[config.mk]
export PLATFORM = sky130hd
export DESIGN_NAME = uart_tx_fifo
export DESIGN_NICKNAME = d
export VERILOG_FILES = /design/src/rtl/uart_tx_fifo.sv
export SDC_FILE = /design/constraint.sdc
export NUM_CORES = 1
export LEC_CHECK = 0
export ABC_CLOCK_PERIOD_IN_PS = 6900
export CORE_MARGIN = 2
export CORE_UTILIZATION = 35
export DETAILED_ROUTE_END_ITERATION = 6
export GPL_TIMING_DRIVEN = 0
export PLACE_DENSITY = 0.51
export SLEW_MARGIN = 40
export SYNTH_ARGS = -nofsm -noshare
export SYNTH_HDL_FRONTEND = slang
export SYNTH_SLANG_ARGS = --single-unit
[constraint.sdc]
create_clock -name clk -period 6.9 [get_ports clk]
set_input_delay 1.725 -clock clk [delete_from_list [all_inputs] [get_ports clk]]
set_output_delay 1.725 -clock clk [all_outputs]
set_load 0.02 [all_outputs]
[src/rtl/uart_tx_fifo.sv]
`default_nettype none
// ============================================================================
// Module   : uart_tx_fifo
// Purpose  : Circular TX byte FIFO that drains into the UART core through the
//            tx_data / data_write_en / tx_ready handshake.
// Options  : UART_TXFIFO_IRQ_EN adds irq_level input and registered irq output.
// Revision : 1.0 - initial release
// ============================================================================
module uart_tx_fifo #(
  parameter int DEPTH_LOG2 = 4
) (
  input  logic                  clk,
  input  logic                  rst,
  input  logic                  flush,
  input  logic                  push,
  input  logic [7:0]            wdata,
  output logic                  full,
  output logic                  empty,
  output logic [DEPTH_LOG2:0]   count,
  output logic                  overflow,
  input  logic                  ovf_clr,
  input  logic                  tx_ready,
  output logic [7:0]            tx_data,
  output logic                  data_write_en
`ifdef UART_TXFIFO_IRQ_EN
  ,
  input  logic [DEPTH_LOG2:0]   irq_level,
  output logic                  irq
`endif
);

  localparam int unsigned           c_DEPTH = 2 ** DEPTH_LOG2;
  localparam logic [DEPTH_LOG2:0]   c_FULL  = c_DEPTH[DEPTH_LOG2:0];

  typedef enum logic [1:0] {
    S_IDLE   = 2'd0,
    S_LOAD   = 2'd1,
    S_STROBE = 2'd2,
    S_HOLD   = 2'd3
  } state_t;

  state_t                  state_q;
  logic [7:0]              mem_q [c_DEPTH];
  logic [DEPTH_LOG2-1:0]   wptr_q;
  logic [DEPTH_LOG2-1:0]   rptr_q;
  logic [DEPTH_LOG2:0]     count_q;
  logic [DEPTH_LOG2:0]     count_d;
  logic                    overflow_q;
  logic [7:0]              tx_data_q;
  logic                    w_pop;
  logic                    w_push_ok;

  assign w_pop     = (state_q == S_LOAD);
  assign w_push_ok = push && (!full || w_pop);

  assign full          = (count_q == c_FULL);
  assign empty         = (count_q == '0);
  assign count         = count_q;
  assign overflow      = overflow_q;
  assign tx_data       = tx_data_q;
  // Strobe follows tx_ready live so a core that drops ready after LOAD never sees a load.
  assign data_write_en = (state_q == S_STROBE) && tx_ready;

  always_comb begin
    count_d = count_q;
    if (w_push_ok && !w_pop) begin
      count_d = count_q + (DEPTH_LOG2 + 1)'(1);
    end else if (!w_push_ok && w_pop) begin
      count_d = count_q - (DEPTH_LOG2 + 1)'(1);
    end
    if (flush) begin
      count_d = '0;
    end
  end

  always_ff @(posedge clk) begin
    if (w_push_ok && !flush) begin
      mem_q[wptr_q] <= wdata;
    end
  end

  always_ff @(posedge clk or posedge rst) begin
    if (rst) begin
      state_q    <= S_IDLE;
      wptr_q     <= '0;
      rptr_q     <= '0;
      count_q    <= '0;
      overflow_q <= 1'b0;
      tx_data_q  <= 8'h00;
    end else if (flush) begin
      state_q    <= S_IDLE;
      wptr_q     <= '0;
      rptr_q     <= '0;
      count_q    <= '0;
      overflow_q <= 1'b0;
    end else begin
      count_q <= count_d;
      if (w_push_ok) begin
        wptr_q <= wptr_q + DEPTH_LOG2'(1);
      end
      if (ovf_clr) begin
        overflow_q <= 1'b0;
      end else if (push && !w_push_ok) begin
        overflow_q <= 1'b1;
      end
      case (state_q)
        S_IDLE: begin
          if (!empty && tx_ready) state_q <= S_LOAD;
        end
        S_LOAD: begin
          tx_data_q <= mem_q[rptr_q];
          rptr_q    <= rptr_q + DEPTH_LOG2'(1);
          state_q   <= S_STROBE;
        end
        S_STROBE: begin
          if (tx_ready) state_q <= S_HOLD;
        end
        S_HOLD: begin
          // The core drops ready once it has taken the byte; only then re-arm.
          if (!tx_ready) state_q <= S_IDLE;
        end
        default: state_q <= S_IDLE;
      endcase
    end
  end

`ifdef UART_TXFIFO_IRQ_EN
  logic irq_q;

  always_ff @(posedge clk or posedge rst) begin
    if (rst) begin
      irq_q <= 1'b1;
    end else begin
      irq_q <= (count_d <= irq_level);
    end
  end

  assign irq = irq_q;
`endif

endmodule
`default_nettype wire

==> impl.org <==
** Cells and area
- Multi-input gate area in the final layout :: 0.00185 sq mm
- After filler insertion, the fill cell instance count of the layout stands at 1613.
- Sequential cell area :: 0.00444 sq mm
- Proportion of layout cells with a drive suffix above 1 :: 10.9%
- Layout Area Growth over Synthesis :: 18.3%
- In the final design database the tool counted 510 nets.
- 0 antenna diodes ended up in the layout.
- Most frequent cells in the layout :: edfxtp_1 (128), mux2i_1 (67), nor2_1 (65)
- Leading cell type in the layout, fill and taps excluded :: edfxtp_1

** Timing
- Number of endpoints failing setup at the final stage :: 0
- Layout Skew :: 8.15 ps
- For the pin with the worst max-slew slack, the measured transition is 787 ps.
- After layout, the worst setup slack is 2210 ps.
- Sum Neg Setup Slack :: 0 ps
- The number of slew-limit violations in the final report came to 0.
- After layout, the worst path uses 68.0% of the clock period.
- The worst pin sits at a relative slew slack of 47.3%.
- The clock period could shrink to 4690 ps.
- RSZ-0062 raised after global routing :: false
- Hold Fails Final Rpt :: 0
- Derived from the worst setup path, the maximum achievable clock frequency is 213 MHz.

** Global routing
- Number of global-route vias before repair :: 3597
- For this run the aggregate overflow at the end of global routing stands at 0.
- The number of antenna violations at the first check in global routing was 0.
- Pin count of the biggest net entering global routing :: 25
- In the global route stage, overall resource usage came out at 15.5%.
- Wire length of the first global-routing pass :: 21900 um

** Worst setup path
- List of cells traversed by the critical path :: clkdlybuf4s50_1 -> and2_1 -> clkdlybuf4s50_1
- Crit. End Element :: primary output
- At the worst endpoint, the required time is 5180 ps.
- Across all register-to-register paths, the minimum setup slack is 3840 ps.
- Worst Path Class, Setup :: in -> out
- STA puts the critical path data arrival time at 2970 ps.
- R2R depth :: 11
- Startpoint kind of the worst setup timing path :: input pin
- Standard cell with the maximum stage delay on the critical path :: clkdlybuf4s50_1
- Maximum cell stage delay along the critical path :: 590 ps
- Maximum fanout count along the critical path :: 4
- Most frequent CP cell :: clkdlybuf4s50_1

** Clock tree
- CTS built an H-tree with a depth of 4.
- The number of gates resized after CTS was 0.
- Clock tree from TritonCTS :: built
- The number of clock buffers added by TritonCTS is 17.
- Root Buffer :: clkbuf_16
- Longest Clk Path Bufs :: 2
- Clock insertion delay at the later pin of the skew report :: 420 ps
- Clock-pin slew was measured on the worst setup and hold paths at 60 ps.
- For this design, the CTS-stage hold fixing added 0 buffers.
- Post-CTS setup repair buffer count :: 0
- Clock sink count :: 152

** Synthesis
- Synthesis inferred 152 register bits.
- Yosys top cell by area :: edfxtp_1
- Synth unique cells :: 40
- Counting every instance in the synthesized netlist gives 433.
- In the post-synthesis netlist, the biggest area contributors are edfxtp_1 (60%), mux2i_1 (10%), dfrtp_1 (9.4%).
- The synthesized design contains 128 enable-type register cells.
- Flip-flop cell with the highest count after synthesis :: edfxtp_1
- Synthesized netlist net count :: 461
- Cell Area, Synth :: 0.00641 sq mm
- Fraction of synthesis flops using an asynchronous set or reset pin :: 15.8%
- Dividing the synthesized area by the synthesized cell count gives 14.8 sq um.
- For this run, the number of Yosys warnings is 0.
- Sequential cells were found to cover 69.3% of the synthesized design area.
- Share of Yosys cell area claimed by the top area cell type :: 60.0%

** Detailed routing
- For this block, the initial DRC count from the detailed router was 340.
- Dividing the detail-routed wire length by the instance count gives 20.0 um.
- Final wirelength :: 14500 um
- Number of nets with antenna violations after routing :: 0
- After detailed routing, the number of remaining DRC violations is 0.
- Summing over every cut layer, the via total after detailed routing is 3672.
- Length of the first detailed-routing pass in iterations :: 5
- In the routed layout, each cell is associated on average with a via count of 5.07.

** Power
- Static leakage :: 2.58 nW
- Peak supply drop :: 0.197 mV
- Power spread over the standard cell area amounts to 373 mW/mm^2.

** Hold path
- Type of the most critical hold path :: reg -> reg
- Counting instances, the worst hold path has a depth of 2.

** Placed design
- Setup WS pre-CTS :: 2210 ps
- During placement, the flow inserted port buffers numbering 30.
- GPL Wtd Cong :: 0.797
- Detail Placement HPWL :: 9860 um

** Flow run
- Max-capacitance violation count :: 0

** Floorplanning
- The die covers 0.0194 sq mm.
- Row generation in the floorplan step produced 49 rows.
- Area of the placeable core :: 0.0180 sq mm
- DIE HEIGHT :: 139 um
- In this run the horizontal extent of the chip is 139 um.
- IO Count :: 31
- Starting density of the core :: 35.7%

** Run status
- The run finished with clean final reports.
[Yosys cell counts, types with 2 or more instances]
cell      count
nor2_1       69
ha_1         13
inv_1         7
nand2_1      10
o22ai_1      16
nand2b_1      3
clkbuf_1     10
buf_2         6
nand3_1       3
dfrtp_1      24
a211oi_1      8
xor2_1        3
a21o_1        2
nor4_1       18
mux2_1        2
nor2b_1       6
and2_1        2
mux2_2        2
nor3_1        4
mux2i_1      67
buf_4         5
edfxtp_1    128
a21oi_1       6
xnor2_1       3
[kinds of logic (layout without fill, tap and decap cells)]
logic type | after synthesis | after routing | synth area share [%]
mux | 72 | 72 | 11.4
flops | 152 | 152 | 69.3
fa+ha+maj | 14 | 14 | 2.85
compound gates | 40 | 40 | 4.65
xor+xnor | 6 | 6 | 0.820
simple gates | 121 | 121 | 8.92
buf+inv | 28 | 90 | 2.05
[state kept, by name, summed over array words and instances, names as in the netlist]
name,cells
count,5
mem_q,128
overflow,1
rptr_q,4
state_q,2
tx_data,8
wptr_q,4
[cell type report]
class	count	area share (%)
Sequential cell	152	58.6
Multi-Input combinational cell	253	24.3
Clock buffer	18	5.66
Timing Repair Buffer	30	3.89
Tap cell	229	3.78
Clock inverter	14	2.04
Buffer	21	1.39
Inverter	7	0.346
[through the flow]
stage                     area, sq um  hold slack [ps]  power [mW]  cells  util, %
after floorplan                  6410              556        1.66    433        -
after global placement           7000              546        1.91    692     39.0
after detailed placement         7000              550        1.92    692     39.0
after CTS                        7580              558        2.84    724     42.2
after global routing             7590              600        2.95    724     42.2
final                            7590              557        2.83    724     42.2
[final timing paths]
| path | startpoint | endpoint |
|---|---|---|
| max reg2reg | state_q[1] | count[4] |
| min | tx_data[1] | tx_data[1] |
| max | tx_ready | data_write_en |
| min in group asynchronous | rst | count[1] |
| min reg2reg | tx_data[1] | tx_data[1] |
| max in group asynchronous | rst | tx_data[2] |
[critical path, delay by kind of cell]
| kind | cells | cell delay [ps] |
|---|---|---|
| and+or+nand+nor | 1 | 140 |
| buffers and inverters | 2 | 1100 |
[power breakdown]
group | internal (mW) | total, mW | switching [mW]
Sequential | 1.05 | 1.11 | 0.0548
Combinational | 0.343 | 0.794 | 0.451
Clock | 0.563 | 0.923 | 0.360
Total | 1.96 | 2.83 | 0.866
[per-layer routing]
layer	up-vias	wire length [um]	track usage, %
met5	-	0	0
met2	95	6900	24.4
met3	16	919	5.20
li1	1724	-	-
met4	0	184	4.89
met1	1837	6470	20.4
(Power assumes the default switching activity.)
